File: config.mk
export PLATFORM = sky130hd
export DESIGN_NAME = unflattening_layer
export DESIGN_NICKNAME = d
export VERILOG_FILES = /design/src/rtl/cnn_pkg.sv /design/src/rtl/unflat_seq.sv /design/src/rtl/unflattening_layer.sv
export SDC_FILE = /design/constraint.sdc
export NUM_CORES = 1
export LEC_CHECK = 0
export BUFFER_PORTS_ARGS = -buffer_cell sky130_fd_sc_hd__clkbuf_2
export CAP_MARGIN = 20
export CORE_MARGIN = 2
export CORE_UTILIZATION = 52
export DETAILED_ROUTE_END_ITERATION = 6
export GPL_TIMING_DRIVEN = 0
export PLACE_DENSITY = 0.83
export SETUP_SLACK_MARGIN = 0.02
export SKIP_LAST_GASP = 1
export SYNTH_ARGS = -nofsm -noshare
export SYNTH_HDL_FRONTEND = slang
export SYNTH_HIERARCHICAL = 1
export SYNTH_SLANG_ARGS = --single-unit
File: constraint.sdc
create_clock -name clk -period 3.3 [get_ports clk]
set_input_delay 0.66 -clock clk [delete_from_list [all_inputs] [get_ports clk]]
set_output_delay 0.66 -clock clk [all_outputs]
set_load 0.005 [all_outputs]
File: src/rtl/cnn_pkg.sv
// Shared types and helpers for the CNN streaming blocks.
// Holds the unflattening FSM state type and the counter width function.
package cnn_pkg;

  typedef enum logic {
    IDLE   = 1'b0,
    STREAM = 1'b1
  } unflat_state_t;

  // A counter that must reach n-1 is given one guard bit above $clog2(n).
  function automatic int cnt_w(input int n);
    return $clog2(n) + 1;
  endfunction

endpackage

File: src/rtl/unflat_seq.sv
// Cascaded cycle/pixel/group counters for the unflattening replay.
// The counters advance only while run_i is high, and clear_i restarts them at zero.
module unflat_seq
  import cnn_pkg::*;
#(
  parameter  int CyclesPerPixel = 4,
  parameter  int ImageSize      = 9,
  parameter  int NumGroups      = 2,
  localparam int CW             = cnt_w(CyclesPerPixel),
  localparam int PW             = cnt_w(ImageSize),
  localparam int GW             = cnt_w(NumGroups)
) (
  input  logic          clk,
  input  logic          res,
  input  logic          clear_i,
  input  logic          run_i,
  output logic [PW-1:0] pix_o,
  output logic [GW-1:0] grp_o,
  output logic          cyc_zero_o,
  output logic          last_o
);

  localparam logic [CW-1:0] CYC_MAX = CW'(CyclesPerPixel - 1);
  localparam logic [PW-1:0] PIX_MAX = PW'(ImageSize - 1);
  localparam logic [GW-1:0] GRP_MAX = GW'(NumGroups - 1);

  logic [CW-1:0] cyc_q, cyc_d;
  logic [PW-1:0] pix_q, pix_d;
  logic [GW-1:0] grp_q, grp_d;
  logic          cyc_wrap, pix_wrap, grp_wrap;

  assign cyc_wrap = (cyc_q == CYC_MAX);
  assign pix_wrap = (pix_q == PIX_MAX);
  assign grp_wrap = (grp_q == GRP_MAX);

  // NOTE: every signal written here is given a hold value first, so no path can leave one unassigned and infer a latch.
  always_comb begin
    cyc_d = cyc_q;
    pix_d = pix_q;
    grp_d = grp_q;
    if (clear_i) begin
      cyc_d = '0;
      pix_d = '0;
      grp_d = '0;
    end else if (run_i) begin
      cyc_d = cyc_wrap ? '0 : cyc_q + CW'(1);
      if (cyc_wrap) pix_d = pix_wrap ? '0 : pix_q + PW'(1);
      if (cyc_wrap && pix_wrap) grp_d = grp_wrap ? '0 : grp_q + GW'(1);
    end
  end

  // NOTE: state registers take non-blocking assignments, so every flop samples its pre-edge inputs.
  always_ff @(posedge clk or posedge res) begin
    if (res) begin
      cyc_q <= '0;
      pix_q <= '0;
      grp_q <= '0;
    end else begin
      cyc_q <= cyc_d;
      pix_q <= pix_d;
      grp_q <= grp_d;
    end
  end

  assign pix_o      = pix_q;
  assign grp_o      = grp_q;
  assign cyc_zero_o = (cyc_q == '0);
  assign last_o     = cyc_wrap && pix_wrap && grp_wrap;

endmodule

File: src/rtl/unflattening_layer.sv
// Captures a flat activation vector and replays it as per-image raster streams.
// The replay uses NumOfOutputs lanes and holds each pixel for CyclesPerPixel cycles.
module unflattening_layer
  import cnn_pkg::*;
#(
  parameter int BitSize        = 2,
  parameter int ImageSize      = 9,
  parameter int NumOfImages    = 4,
  parameter int NumOfOutputs   = 2,
  parameter int CyclesPerPixel = 4
) (
  input  logic                                          clk,
  input  logic                                          res,
  input  logic                                          in_valid,
  input  logic [NumOfImages*ImageSize-1:0][BitSize-1:0] in_data,
  output logic                                          in_ready,
  input  logic                                          out_ready,
  output logic                                          out_valid,
  output logic                                          out_start,
  output logic                                          out_done,
  output logic [NumOfOutputs-1:0][BitSize-1:0]          out_data
);

  localparam int NumGroups = NumOfImages / NumOfOutputs;
  localparam int NumPix    = NumOfImages * ImageSize;
  localparam int PW        = cnt_w(ImageSize);
  localparam int GW        = cnt_w(NumGroups);

  unflat_state_t state_q, state_d;
  logic [NumPix-1:0][BitSize-1:0] buf_q;
  logic          capture, clear, run;
  logic [PW-1:0] pix;
  logic [GW-1:0] grp;
  logic          cyc_zero, last;

  unflat_seq #(
    .CyclesPerPixel(CyclesPerPixel),
    .ImageSize     (ImageSize),
    .NumGroups     (NumGroups)
  ) u_seq (
    .clk       (clk),
    .res       (res),
    .clear_i   (clear),
    .run_i     (run),
    .pix_o     (pix),
    .grp_o     (grp),
    .cyc_zero_o(cyc_zero),
    .last_o    (last)
  );

  always_comb begin
    state_d   = state_q;
    capture   = 1'b0;
    clear     = 1'b0;
    run       = 1'b0;
    in_ready  = 1'b0;
    out_valid = 1'b0;
    out_start = 1'b0;
    out_done  = 1'b0;
    case (state_q)
      IDLE: begin
        in_ready = 1'b1;
        if (in_valid) begin
          capture = 1'b1;
          clear   = 1'b1;
          state_d = STREAM;
        end
      end
      STREAM: begin
        run       = out_ready;
        out_valid = cyc_zero && out_ready;
        out_start = cyc_zero && out_ready && (pix == '0);
        out_done  = last && out_ready;
        if (last && out_ready) state_d = IDLE;
      end
      default: state_d = IDLE;
    endcase
  end

  always_ff @(posedge clk or posedge res) begin
    if (res) state_q <= IDLE;
    else     state_q <= state_d;
  end

  // NOTE: the capture buffer is reset, so out_data is defined from the first cycle.
  always_ff @(posedge clk or posedge res) begin
    if (res)          buf_q <= '0;
    else if (capture) buf_q <= in_data;
  end

  // The compare-select keeps the index at full int width and never narrows it to an address.
  always_comb begin
    int idx;
    idx      = 0;
    out_data = '0;
    if (state_q == STREAM) begin
      for (int j = 0; j < NumOfOutputs; j++) begin
        idx = (int'(grp) * NumOfOutputs + j) * ImageSize + int'(pix);
        for (int k = 0; k < NumPix; k++) begin
          if (k == idx) out_data[j] = buf_q[k];
        end
      end
    end
  end

endmodule

# Word-level counts from Yosys, hierarchy flattened

Cells that the tools add are included.

Output and inout port bits: 8
Bits of input ports: 76
Flip-flop bits (word level): 83
Word-level logic and storage cells: 229

$add $sub $neg: 6
Multiply operators: 2
Equality and inequality tests: 73
Multiplexer cells: 93
Bitwise gates (word level): 1
Reduce and logical (&&, ||, !) cells: 14

Operators with widths:

| kind                  | count |
|---|---|
| $mux W2               | 76 |
| $eq A5 B9 Y1 const A  | 16 |
| $eq A5 B8 Y1 const A  | 16 |
| $eq A4 B9 Y1 const A  | 8 |
| $eq A4 B8 Y1 const A  | 8 |
| $logic_not A32 Y1     | 2 |
| $eq A3 B9 Y1 const A  | 4 |
| $eq A6 B9 Y1 const A  | 4 |
| $eq A3 B8 Y1 const A  | 4 |
| $eq A6 B8 Y1 const A  | 4 |
| $mux W5               | 4 |
| $eq A2 B9 Y1 const A  | 2 |
| $eq A2 B8 Y1 const A  | 2 |
| $add A8 B5 Y9         | 1 |
| $eq A1 B9 Y1 const A  | 1 |
| $mux W3               | 3 |
| $add A7 B5 Y8         | 1 |
| $eq A1 B8 Y1 const A  | 1 |
| $mul A4 B4 Y8 const B | 1 |
| $mux W1               | 8 |
| $mul A2 B4 Y6 const B | 1 |
| $reduce_bool A2 Y1    | 3 |
| $add A5 B1 Y5 const B | 1 |
| $eq A5 B4 Y1 const B  | 1 |
| other kinds (12)      | 17 |

# Longest topological paths before layout

Depth in word-level cells: 41
Depth in mapped cells: 13
Depth with buffers taken out: 11

# Cells and area by module

Netlist, hierarchy kept.

By module, submodules not included:

| module             | seq. area each (sq um) | times used | cells an instance | area each (sq um) |
|---|---|---|---|---|
| unflattening_layer | 1,826.8                | 1          | 495               | 4,903.5 |
| unflat_seq         | 250.2                  | 1          | 58                | 556.8 |

# Worst setup path after synthesis

OpenSTA, ideal clock, no wires.

Path kind: reg-to-output
From: register u_seq.pix_q[1], in the netlist u_seq/pix_o[1]
To: output port out_data[3] in the netlist's numbering
Cell stages (with the launch flop): 13
Path slack: -373 ps
Data required time: 2,640 ps
Data arrival time: 3,013 ps
Path buffers: 1
Cells stage by stage: dfrtp_1 -> ha_1 -> buf_2 -> nand2_1 -> clkinv_1 -> fa_1 -> a21o_1 -> a21oi_1 -> o2111ai_2 -> or2_2 -> a211oi_1 -> o22ai_1 -> a21oi_1

RTL lines:

| what                   | line                     | source |
|---|---|---|
| start, declared        | unflat_seq.sv:28         | `logic [PW-1:0] pix_q, pix_d;` |
| start signal, assigned | unflat_seq.sv:60         | `pix_q <= pix_d;` |
| end, declared          | unflattening_layer.sv:21 | `output logic [NumOfOutputs-1:0][BitSize-1:0] out_data` |

==> impl_metrics.env <==
export IMPL_clkPwrFrac=0.107
export IMPL_die_h_um=106
export IMPL_regToRegStartpoint="state_q"
export IMPL_final_common_cell="clkbuf_2"
export IMPL_netlist_instances=553
export IMPL_p_per_area_nw_per_um2=1000
export IMPL_drc=0
export IMPL_r2r_end="u_seq/cyc_q[0]"
export IMPL_antenna_cells=0
export IMPL_grt_pass1_wl_mm=28.1
export IMPL_max_cap_viol_count=0
export IMPL_synth_edf_count=0
export IMPL_required_ps=2640
export IMPL_design_area_um2=6940
export IMPL_avgSynthCellArea_um2=9.87
export IMPL_die_w_um=106
export IMPL_area_growth_pct=27.1
export IMPL_synth_top_flop_cell="dfrtp_1"
export IMPL_layout_common_cells="81 x clkbuf_2, 78 x dfrtp_1, 71 x mux2_2, 33 x nand2_1, 33 x buf_4"
export IMPL_pwr_share_comb=0.703
export IMPL_netlist_area_um2=5460
export IMPL_max_freq_mhz=252
export IMPL_drt_initial_drc_count=599
export IMPL_crit_type="reg2out"
export IMPL_wire_per_inst_um=22.4
export IMPL_period_minus_slack_ps=3970
export IMPL_synth_seq_cells=83
export IMPL_cts_sinks=83
export IMPL_final_hold_violation_count=0
export IMPL_status="finished, violations left"
export IMPL_path_max_fanout=4
export IMPL_final_cell_count_no_fill=819
export IMPL_track_usage=0.330
export IMPL_cts_tree="done"
export IMPL_seqPwrFrac=0.190
export IMPL_yosysUniqueCellTypes=75
export IMPL_crit_path_end_kind="primary output"
export IMPL_swShare=0.475
export IMPL_drive_gt1_frac=0.425
export IMPL_worst_slew_pin_transition_ps=905
export IMPL_violations="setup timing"
export IMPL_async_reset_ff_frac=1.00
export IMPL_ff2ff_setup_slack_ps=380
export IMPL_grt_overflow_total=0
export IMPL_worst_slack_ps=-670
export IMPL_cts_buffers=9
export IMPL_finClkSkew_ps=14.6
export IMPL_io_pins=84
export IMPL_ir_drop_uv=446
export IMPL_dr_pass1_iters=6
export IMPL_rr_worst_depth=7
export IMPL_core_area_um2=10300
export IMPL_antenna_found_initial=0
export IMPL_placed_cell_area_um2=6130
export IMPL_grt_pass1_vias=5321
export IMPL_cp_start_kind="flop"
export IMPL_clock_root_buffer="clkbuf_8"
export IMPL_num_vias=5274
export IMPL_synth_warning_count=6
export IMPL_p_int_mw=3.66
export IMPL_startpoint="u_seq/grp_o[0]"
export IMPL_clkTransAtPathRegs_ps=90
export IMPL_hold_worst_slack_ps=254
export IMPL_vias_per_cell=6.44
export IMPL_cts_hold_buf=0
export IMPL_cts_buffer_depth=2
export IMPL_crit_arrival_ps=3310
export IMPL_slew_violations=0
export IMPL_ys_seq_area_frac=0.380
export IMPL_worstPathCellList="ha_4 > inv_2 > fa_2 > and4b_2 > buf_4 > or2_2 > a311o_1 > nand4b_1 > a2bb2oi_1 > a21oi_2 > buf_2"
export IMPL_rows=37
export IMPL_io_buffers=83
export IMPL_synthesis_nets=643
export IMPL_leakage_nw=3.05
export IMPL_slew_limit_headroom=0.397
export IMPL_slowest_stage="fa_2"
export IMPL_rsz0062_at_grt="true"
export IMPL_finalWirelength_mm=18.3
export IMPL_drtAntennaViolNets=0
export IMPL_setup_viol=4
export IMPL_p_sw_mw=3.31
export IMPL_clock_latency_ps=390
export IMPL_htreeDepth=3
export IMPL_dp_hpwl_mm=12.5
export IMPL_post_route_period_util=1.20
export IMPL_grt_max_degree=74
export IMPL_fp_dieArea_um2=11300
export IMPL_dp_cells=772
export IMPL_initial_core_util=0.531
export IMPL_globalplace_congestion=0.989
export IMPL_endpoint="out_data[3]"
export IMPL_slowest_delay_ps=560
export IMPL_hold_path_class="in2async"
export IMPL_fin_nets=768
per-layer routing:
| layer | vias to the layer above | share of wire | GRT usage |
|---|---|---|---|
| met3 | 85 | 0.096 | 0.0699 |
| met5 | - | 0 | 0 |
| met2 | 341 | 0.46 | 0.527 |
| li1 | 2305 | - | - |
| met4 | 0 | 0.044 | 0.159 |
| met1 | 2543 | 0.40 | 0.427 |
stage by stage:
stage           util  TNS (ps)  power, mW  worst slack [ps]
2_1_floorplan      -     -40.2       3.90             -40.2
3_3_place_gp   0.596     -3070       4.96              -839
4_1_cts        0.655     -2260       6.39              -667
6_report       0.675     -2340       6.97              -670
5_1_grt        0.675     -2590       7.25              -720
3_5_place_dp   0.596     -3080       5.03              -860
final cells by class:
| cell class | count | area (um2) |
|---|---|---|
| Timing Repair Buffer | 115 | 689 |
| Sequential cell | 83 | 2080 |
| Clock inverter | 2 | 35.0 |
| Tap cell | 136 | 170 |
| Fill cell | 792 | 3340 |
| Clock buffer | 14 | 153 |
| Buffer | 36 | 258 |
| Multi-Input combinational cell | 407 | 3430 |
| Inverter | 26 | 116 |
cell usage after synthesis, types with 2 or more instances:
| master | n | area, um2 |
|---|---|---|
| a21o_1 | 2 | 15.0 |
| xnor2_1 | 6 | 52.6 |
| and2_1 | 2 | 12.5 |
| nand2b_1 | 3 | 18.8 |
| mux4_2 | 5 | 113 |
| a31oi_1 | 12 | 75.1 |
| buf_4 | 4 | 30.0 |
| mux2i_1 | 24 | 240 |
| buf_2 | 12 | 60.1 |
| nor4_1 | 3 | 18.8 |
| o21bai_1 | 2 | 15.0 |
| o2bb2ai_1 | 2 | 17.5 |
| a311oi_1 | 3 | 26.3 |
| and3b_1 | 2 | 17.5 |
| nor4b_1 | 2 | 17.5 |
| a221oi_1 | 4 | 35.0 |
| o22ai_1 | 8 | 50.1 |
| dfrtp_1 | 83 | 2080 |
| or3_1 | 4 | 25.0 |
| o21ai_0 | 30 | 150 |
| nand4_1 | 4 | 25.0 |
| fa_1 | 2 | 40.0 |
| and3_1 | 7 | 43.8 |
| inv_1 | 25 | 93.8 |
| xor2_1 | 2 | 17.5 |
| a22oi_1 | 6 | 45.0 |
| buf_1 | 2 | 7.51 |
| a2bb2oi_1 | 3 | 26.3 |
| o31ai_1 | 4 | 30.0 |
| a21oi_1 | 35 | 175 |
| nor2b_1 | 7 | 43.8 |
| mux2_2 | 71 | 800 |
| or2_2 | 2 | 12.5 |
| nand3_1 | 10 | 50.1 |
| clkbuf_1 | 18 | 67.6 |
| o211ai_1 | 6 | 45.0 |
| a21boi_0 | 2 | 15.0 |
| a211oi_1 | 7 | 52.6 |
| nand2_1 | 34 | 128 |
| a2111oi_0 | 3 | 26.3 |
| nor3_1 | 12 | 60.1 |
| nand3b_1 | 2 | 15.0 |
| nor2_1 | 33 | 124 |
| ha_1 | 12 | 150 |
power groups by stage:
stage	clock (mW)	combinational [mW]	sequential, mW
floorplan	0	2.62	1.29
global placement	0	3.63	1.34
detailed placement	0	3.68	1.35
CTS	0.751	4.30	1.34
global route	0.790	5.12	1.34
finish	0.746	4.90	1.32
logic make-up (layout without fill, tap and decap cells):
logic type | Yosys count | count (layout) | synth area share
compound gates | 147 | 147 | 0.178
simple gates | 137 | 137 | 0.130
mux | 100 | 100 | 0.211
fa+ha+maj | 14 | 14 | 0.0348
xor+xnor | 9 | 9 | 0.0158
flops | 83 | 83 | 0.380
buf+inv | 63 | 193 | 0.0502
critical path, delay by kind of cell, from the launching register on:
kind / cells / cell delay, ps
AND/OR/NAND/NOR: 3 / 770
AO/OA/AOI/OAI: 3 / 710
buffers and inverters: 3 / 310
adder cells (fa/ha/maj): 2 / 720
flip-flops: 1 / 420
what timing repair did:
item / CTS / global route
endpoints found under the setup margin: 5 / 5
gates resized for setup: 65 / 25
pin swaps: 17 / 24
buffers inserted: 16 / 15
cloned: 0 / 1
worst min path at each step:
| stage | from | endpoint | slack [ps] | cells after the start |
|---|---|---|---|---|
| after global routing | res | u_seq/pix_o[4] | 290 | 2 |
| final | res | u_seq/cyc_q[1] | 250 | 2 |
| after global placement | buf_q[42] | buf_q[42] | 490 | 1 |
| after CTS | res | u_seq/pix_o[4] | 260 | 2 |
| after detailed placement | buf_q[51] | buf_q[51] | 490 | 1 |
| after floorplan | buf_q[42] | buf_q[42] | 470 | 1 |
state kept, by name, indices dropped and copies added (netlist names):
name         flops
buf_q           72
u_seq/pix_o      5
u_seq/cyc_q      3
u_seq/grp_o      2
state_q          1
No activity file was read; power rests on OpenSTA's default activity.
